## config.mk

```make
export PLATFORM = sky130hd
export DESIGN_NAME = mup_intc
export DESIGN_NICKNAME = d
export VERILOG_FILES = /design/src/rtl/mup_intc.sv
export SDC_FILE = /design/constraint.sdc
export NUM_CORES = 1
export LEC_CHECK = 0
export CAP_MARGIN = 5
export CORE_AREA = 5 5 70 72
export CTS_CLUSTER_SIZE = 14
export DETAILED_ROUTE_END_ITERATION = 8
export DIE_AREA = 0 0 75 77
export GPL_ROUTABILITY_DRIVEN = 0
export SYNTH_ARGS = -nofsm -noshare
export SYNTH_HDL_FRONTEND = slang
export SYNTH_SLANG_ARGS = --single-unit
export TNS_END_PERCENT = 5
```

## constraint.sdc

```tcl
create_clock -name clk -period 2.1 [get_ports clk]
set_input_delay 0.315 -clock clk [delete_from_list [all_inputs] [get_ports clk]]
set_output_delay 0.315 -clock clk [all_outputs]
set_load 0.02 [all_outputs]
```

## src/rtl/mup_intc.sv

```systemverilog
// rtl/mup_intc.sv - fixed-priority interrupt controller with ack/eoi handshake; INTC_NESTING_EN enables nesting
module mup_intc #(
   parameter int NSRC = 8
) (
   input  logic            clk,
   input  logic            rst_n,
   input  logic [NSRC-1:0] irq,
   input  logic            mask_we,
   input  logic [NSRC-1:0] mask_wd,
   output logic            intr,     // interrupt request to the processor int input
   output logic [2:0]      vec,
   input  logic            ack,
   input  logic            eoi,
   output logic [NSRC-1:0] pend,
   output logic            busy
);

   localparam logic [1:0] IDLE = 2'd0;
   localparam logic [1:0] REQ  = 2'd1;
   localparam logic [1:0] SERV = 2'd2;

   logic [1:0]      state;
   logic [NSRC-1:0] irq_d;
   logic [NSRC-1:0] mask;
   logic [NSRC-1:0] isr;
   logic [NSRC-1:0] isr_next;
   logic [NSRC-1:0] rise;
   logic [NSRC-1:0] elig;
   logic [NSRC-1:0] vec_bit;
   logic [NSRC-1:0] isr_low_bit;
   logic [2:0]      elig_idx;
   logic            take_ack;
   logic            take_eoi;
   logic            nest_ok;

   // Lowest set index wins; returns 0 for an all-zero input.
   function automatic logic [2:0] low_idx(input logic [NSRC-1:0] v);
      logic [2:0] r;
      r = '0;
      for (int i = NSRC - 1; i >= 0; i--) begin
         if (v[i]) r = 3'(i);
      end
      return r;
   endfunction

   assign rise        = irq & ~irq_d;
   assign elig        = pend & ~mask;
   assign elig_idx    = low_idx(elig);
   assign vec_bit     = NSRC'(1) << vec;
   assign isr_low_bit = isr & (~isr + NSRC'(1));
   assign busy        = |isr;

   // Handshake qualification and the in-service update shared by the FSM.
   always_comb begin
      take_ack = (state == REQ) && ack;
      take_eoi = (state == SERV) && eoi;
      isr_next = isr;
      if (take_ack)      isr_next = isr | vec_bit;
      else if (take_eoi) isr_next = isr & ~isr_low_bit;
`ifdef INTC_NESTING_EN
      // A new source preempts only if it outranks every request in service.
      nest_ok = (state == SERV) && !eoi && (|elig) && (elig_idx < low_idx(isr));
`else
      nest_ok = 1'b0;
`endif
   end

   // Input edge history and mask register.
   always_ff @(posedge clk or negedge rst_n) begin
      if (!rst_n) begin
         irq_d <= '0;
         mask  <= '1;
      end else begin
         irq_d <= irq;
         if (mask_we) mask <= mask_wd;
      end
   end

   // Pending bits: set by rising edges, cleared by an accepting ack; set wins.
   always_ff @(posedge clk or negedge rst_n) begin
      if (!rst_n) pend <= '0;
      else        pend <= (pend & ~(take_ack ? vec_bit : '0)) | rise;
   end

   // Request/service FSM; int and vec are registered here.
   always_ff @(posedge clk or negedge rst_n) begin
      if (!rst_n) begin
         state <= IDLE;
         intr  <= 1'b0;
         vec   <= '0;
         isr   <= '0;
      end else begin
         isr <= isr_next;
         case (state)
            IDLE: begin
               if (|elig) begin
                  state <= REQ;
                  intr  <= 1'b1;
                  vec   <= elig_idx;
               end
            end
            REQ: begin
               if (ack) begin
                  state <= SERV;
                  intr  <= 1'b0;
               end
            end
            SERV: begin
               if (eoi) begin
                  state <= (|isr_next) ? SERV : IDLE;
               end else if (nest_ok) begin
                  state <= REQ;
                  intr  <= 1'b1;
                  vec   <= elig_idx;
               end
            end
            default: begin
               state <= IDLE;
               intr  <= 1'b0;
            end
         endcase
      end
   end

endmodule

```

==> run summary, run 1 <==
status: completed
Vias: 1253
CTS Buf Count: 5
Filler Cells Inserted: 392
CORE AREA: 4230 sq um
proportion of power drawn by combinational gates: 34.6%
Rows: 24
initial core utilization: 38.7%
register area share after synthesis: 58.6%
crit share post-route: 90.5%
Seq cells post-synth: 38
startpoint types: register
crit end category: output pin
# IOs: 34
Reg power frac: 41.8%
CTS clk-pin slew, worst paths: 70 ps
Power, Total: 2.67 mW
Leakage: 0.966 nW
Power Dens Cells: 1240 nW/um^2
Detailed Place HPWL: 2.73 mm
H-tree Lvls: 2
setup TNS: 0 ps
Worst Setup EP: busy
Fmax: 0.526 GHz
initial drt markers: 82
Syn Area/Cell: 10.5 sq um
clock period minus worst slack: 1900 ps
n_diodes: 0
DIE WIDTH: 75 um
syn nets: 177
worst path required time: 1780 ps
power share of the clock group: 23.6%
Cell Area, Synth: 1640 sq um
Slew Limit Fails: 0
RSZ-0062 raised after global routing: no
Bufs on Longest Clock Path: 2
Setup Buffers After CTS: 0
R2R Path End: state[1]$_DFFE_PN0P_
clock sinks: 38
grt ovf: 0
Port Buf Inserts: 33
crit path from: isr[0]$_DFF_PN0_
# setup viols final: 0
Routed WL per cell: 14.2 um
Sw Pwr: 0.906 mW
Yosys warnings: 0
WS Path Type: register to output pin
sw frac: 33.9%
Worst slew margin: 68.3%
worst-skew pair later-pin latency: 290 ps
P_int: 1.76 mW
Fin. Hold Viols: 0
WL final: 3.55 mm
fin area: 2160 sq um
Pre-antenna DRT Iters: 4
Cells after Synth: 156
floorplan die height: 77 um
# DRC: 0
worst r2r path cells: 5
Final Net Count: 218
reg2reg start: isr[2]$_DFF_PN0_
Die ar.: 5780 sq um
Max Clock Skew: 5.44 ps
CP arrival: 1590 ps
max cap viols: 0
Yosys cell types: 36
largest net degree at the start of global routing: 39
actual slew at the worst max-slew pin: 476 ps
DR vias/cell: 5.01
ANT nets after route: 0
VDD IR max: 488 uV
vias in the first global route: 1275
root buffer cell: clkbuf_8
initial antenna violation count: 0
global-route wire length before repair: 5.83 mm
CTS tree: built
fraction of layout cells with a size suffix above 1: 16.7%
FF-to-FF setup slack: 320 ps
Max FO, Critical Path: 5
worst min-delay path category: register to register
GRT Total Usage: 13.4%
DP Area: 2050 sq um
area grow syn2layout: 31.8%
-- registers in the layout, summed over array words and instances, names as in the netlist --
register  cells
intr          1
state         2
mask          8
pend          8
isr           8
irq_d         8
vec           3
-- power by group through the flow --
stage | clock [mW] | combinational, mW | sequential, mW
finish | 0.631 | 0.923 | 1.12
global route | 0.680 | 1.02 | 1.15
CTS | 0.650 | 0.933 | 1.12
detailed placement | 0 | 0.932 | 1.13
global placement | 0 | 0.916 | 1.13
floorplan | 0 | 0.505 | 1.17
-- how the worst min path moves through the flow --
| stage | startpoint | endpoint | slack [ps] | cells after the start |
|---|---|---|---|---|
| after detailed placement | irq_d[3]$_DFF_PN0_ | pend[3]$_DFF_PN0_ | 410 | 1 |
| after global placement | irq_d[3]$_DFF_PN0_ | pend[3]$_DFF_PN0_ | 410 | 1 |
| after CTS | irq_d[3]$_DFF_PN0_ | pend[3]$_DFF_PN0_ | 420 | 1 |
| after floorplan | rst_n | intr$_DFFE_PN0P_ | 20 | 0 |
| final | irq_d[3]$_DFF_PN0_ | pend[3]$_DFF_PN0_ | 420 | 1 |
| after global routing | irq_d[0]$_DFF_PN0_ | pend[0]$_DFF_PN0_ | 430 | 1 |
-- cell usage after synthesis --
cell type	count	area share, %
mux2i_1	1	0.61
o22ai_1	3	1.1
or3_1	1	0.38
and4b_1	1	0.61
a41oi_1	1	0.53
a21boi_1	1	0.46
nor2_1	10	2.3
and4bb_1	1	0.76
and2_1	3	1.1
o31ai_1	1	0.46
or2b_2	1	0.53
nand3b_1	1	0.46
and2b_1	2	0.92
nor2b_1	5	1.9
a31o_2	1	0.53
nor4_1	1	0.38
a31oi_1	1	0.38
nor3_1	3	0.92
nand2b_1	3	1.1
mux2_2	7	4.8
inv_1	16	3.7
a41o_1	1	0.61
o22a_2	2	1.2
buf_4	1	0.46
nor4b_2	1	0.92
nand2_1	18	4.1
and2_4	1	0.53
dfstp_2	8	13
o21ai_0	12	3.7
a21oi_1	11	3.4
a21o_1	1	0.46
nand3_1	3	0.92
and2b_2	1	0.53
dfrtp_1	30	46
clkbuf_1	1	0.23
or2_2	1	0.38
-- final cells by class --
type	instances	area, sq um	share of cell area [%]
repair buffers	36	352	16.3
well taps	52	65.1	3.01
inverters	16	60.1	2.78
clock buffers	7	86.3	3.99
multi-input cells	100	608	28.1
flip-flops and latches	38	961	44.4
clock inverters	1	30.0	1.39
-- cell families (layout without fill, tap and decap cells) --
kind of cell           count (synthesis)  count (layout)  share of synthesized area [%]
flip-flops                            38              38                           58.6
multiplexers                           8               8                           5.42
buffers and inverters                 18              60                           4.35
AO/OA/AOI/OAI                         35              35                           12.8
AND/OR/NAND/NOR                       57              57                           18.8
-- metal layers --
layer / wire length, um / up-vias / global-route usage [%]
met2: 1740 / 32 / 20.5
met4: 42 / 0 / 5.34
met3: 256 / 4 / 4.58
met5: 0 / - / 0
li1: - / 612 / -
met1: 1510 / 605 / 17.0
-- worst max-delay path, cell delays in order, from the launching register on --
cell and delay (ps):
dfrtp_1 390, or2_2 350, nor3_1 140, nand3_1 90
dlygate4sd2_1 320
-- what timing repair did --
item	4_1_cts	5_1_grt
hold buffers	0	0
gates resized for setup	1	0
endpoints found under the hold margin	0	0
endpoints found under the setup margin	1	0
-- cells in the final DEF, fill, tap and decap left out, drive strengths merged, types with 2 or more instances in the layout --
master,instances
o22a,2
dfrtp,30
o22ai,3
and2b,3
clkbuf,7
o21ai,12
inv,16
nor3,3
mux2,7
nor2b,5
a21oi,11
buf,3
nand2b,3
and2,4
nor2,10
dfstp,8
nand3,3
clkdlybuf4s50,32
nand2,18
-- per-stage QoR --
step / instances / setup slack, ps / utilization [%] / hold slack, ps
final: 250 / 199 / 51.1 / 415
after global routing: 250 / 76.8 / 51.1 / 433
after CTS: 250 / 189 / 51.1 / 420
after detailed placement: 242 / 89.6 / 48.3 / 410
after global placement: 242 / 156 / 48.3 / 405
after floorplan: 156 / 468 / - / 19.4
No activity file was read; power rests on OpenSTA's default activity.
==> run 2, diff against run 1 <==
RECOVER_POWER = 100   (was not set)
==> run 2 against run 1 <==
  * Largest power group unchanged
  * Register-to-register slack lost 20 ps
  * Clock skew about the same
  * Clock-buffer cell count is the same
  * Highest routed layer unchanged
  * Via count decreased by 0.48%
  * Largest cell class unchanged
  * Utilization fell by 0.30 points
  * Critical endpoint unchanged
==> run summary, run 2 (synthesized netlist as in run 1, its figures left out) <==
FF+latch area: 961 sq um (unchanged)
worst path required time: 1780 ps (about the same)
Rows: 24 (unchanged)
Resize count post-CTS: 1 (unchanged)
Port Buf Inserts: 33 (unchanged)
root buffer cell: clkbuf_8
H-tree Lvls: 2 (unchanged)
# IOs: 34 (unchanged)
Setup Buffers After CTS: 0 (unchanged)
DIE WIDTH: 75 um (unchanged)
commonest non-fill, non-tap cells in the layout: dfrtp_1 (30), dlygate4sd3_1 (23), nand2_1 (18)
actual slew at the worst max-slew pin: 938 ps (+462 ps)
Bufs on Longest Clock Path: 2 (unchanged)
largest net degree at the start of global routing: 39 (unchanged)
Detailed Place HPWL: 2.73 mm (unchanged)
clock sinks: 38 (unchanged)
Fin. Hold Viols: 0 (unchanged)
reg2reg start: isr[2]$_DFF_PN0_
Power Dens Cells: 1220 nW/um^2 (-1.2%)
Pre-antenna DRT Iters: 4 (unchanged)
ANT nets after route: 0 (unchanged)
CTS clk-pin slew, worst paths: 70 ps (about the same)
global-route wire length before repair: 5.83 mm (unchanged)
CORE AREA: 4230 sq um (unchanged)
clock period minus worst slack: 1900 ps (-0.465 ps)
CTS Buf Count: 5 (unchanged)
CP arrival: 1590 ps (about the same)
Routed WL per cell: 14.2 um (about the same)
crit end category: output pin
DR vias/cell: 4.99 (-0.48%)
number of hold buffers added after cts: 0 (unchanged)
GRT Total Usage: 13.4% (unchanged)
crit share post-route: 90.5% (about the same)
VDD IR max: 481 uV (-1.6%)
RSZ-0062 raised after global routing: no
grt ovf: 0 (unchanged)
Leakage: 0.939 nW (-2.8%)
max cap viols: 0 (unchanged)
# DRC: 0 (unchanged)
Max FO, Critical Path: 5 (unchanged)
Filler Cells Inserted: 391 (-0.26%)
Power, Total: 2.62 mW (-1.8%)
vias in the first global route: 1275 (unchanged)
n_diodes: 0 (unchanged)
Final Net Count: 218 (unchanged)
Worst slew margin: 37.5% (-31 points)
Slew Limit Fails: 0 (unchanged)
initial drt markers: 62 (-24%)
fraction of layout cells with a size suffix above 1: 14.6% (-2.0 points)
floorplan die height: 77 um (unchanged)
FF-to-FF setup slack: 300 ps (-20 ps)
Die ar.: 5780 sq um (unchanged)
WL final: 3.55 mm (about the same)
startpoint types: register
worst min-delay path category: register to register
worst-skew pair later-pin latency: 290 ps (about the same)
crit path from: isr[0]$_DFF_PN0_
# setup viols final: 0 (unchanged)
Fmax: 0.526 GHz (about the same)
Vias: 1247 (-0.48%)
area grow syn2layout: 31.0%
initial core utilization: 38.7% (unchanged)
CTS tree: built
WS Path Type: register to output pin
status: completed
initial antenna violation count: 0 (unchanged)
commonest non-fill, non-tap cell in the layout: dfrtp_1
Max Clock Skew: 5.42 ps (-0.0208 ps)
hold path startpoint: irq_d[3]$_DFF_PN0_
multi-input logic area: 602 sq um (-1.0%)
setup TNS: 0 ps (unchanged)
[run 2: cell count changes in the layout (fill, tap and decap cells not counted), moves of 2 or more]
cell / delta
dlygate4sd3_1: +23
buf_4: -3
clkdlybuf4s50_1: -23
and2_0: +3
dfstp_2: -2
and2_1: -3
dfstp_1: +2
[run 2: worst paths after layout]
check                      depth (start not counted)                    to
setup reg to reg                                   5  state[1]$_DFFE_PN0P_
max in group asynchronous                          2  state[1]$_DFFE_PN0P_
min in group asynchronous                          2    vec[0]$_DFFE_PN0P_
hold reg to reg                                    1     pend[3]$_DFF_PN0_
hold / removal                                     1     pend[3]$_DFF_PN0_
setup / recovery                                   4                  busy
[run 2: power by group]
part / total (mW) / leakage, nW / internal [mW] / switching (mW)
Combinational: 0.878 / 0.460 / 0.400 / 0.479
Sequential: 1.11 / 0.421 / 0.936 / 0.179
Clock: 0.631 / 0.0585 / 0.387 / 0.244
[run 2: stage by stage]
stage | util (%) | instance area, sq um | std cells | hold WS, ps | setup slack [ps]
finish | 50.8 | 2150 | 250 | 415 | 200
global route | 50.8 | 2150 | 250 | 433 | 75.5
CTS | 51.1 | 2160 | 250 | 420 | 189
detailed placement | 48.3 | 2050 | 242 | 410 | 89.6
global placement | 48.3 | 2050 | 242 | 405 | 156
floorplan | - | 1640 | 156 | 19.4 | 468
[run 2: cell type report]
type	count	area share [%]
Clock buffer	7	4.02
Tap cell	52	3.03
Inverter	16	2.79
Timing Repair Buffer	36	16.1
Sequential cell	38	44.7
Multi-Input combinational cell	100	28.0
Clock inverter	1	1.40
[run 2: layer usage]
metal  global-route usage (%)  part of all wire [%]  routed length [um]
met1                     17.0                    43                1540
met2                     20.5                    49                1730
met3                     4.58                   6.4                 228
met4                     5.34                   1.2                  42
met5                        0                     0                   0
[run 2: worst max-delay path, cell delays in order, from the launching register on]
cell and delay, ps:
dfrtp_1 390, or2_2 350, nor3_1 140, nand3_1 90, dlygate4sd2_1 320
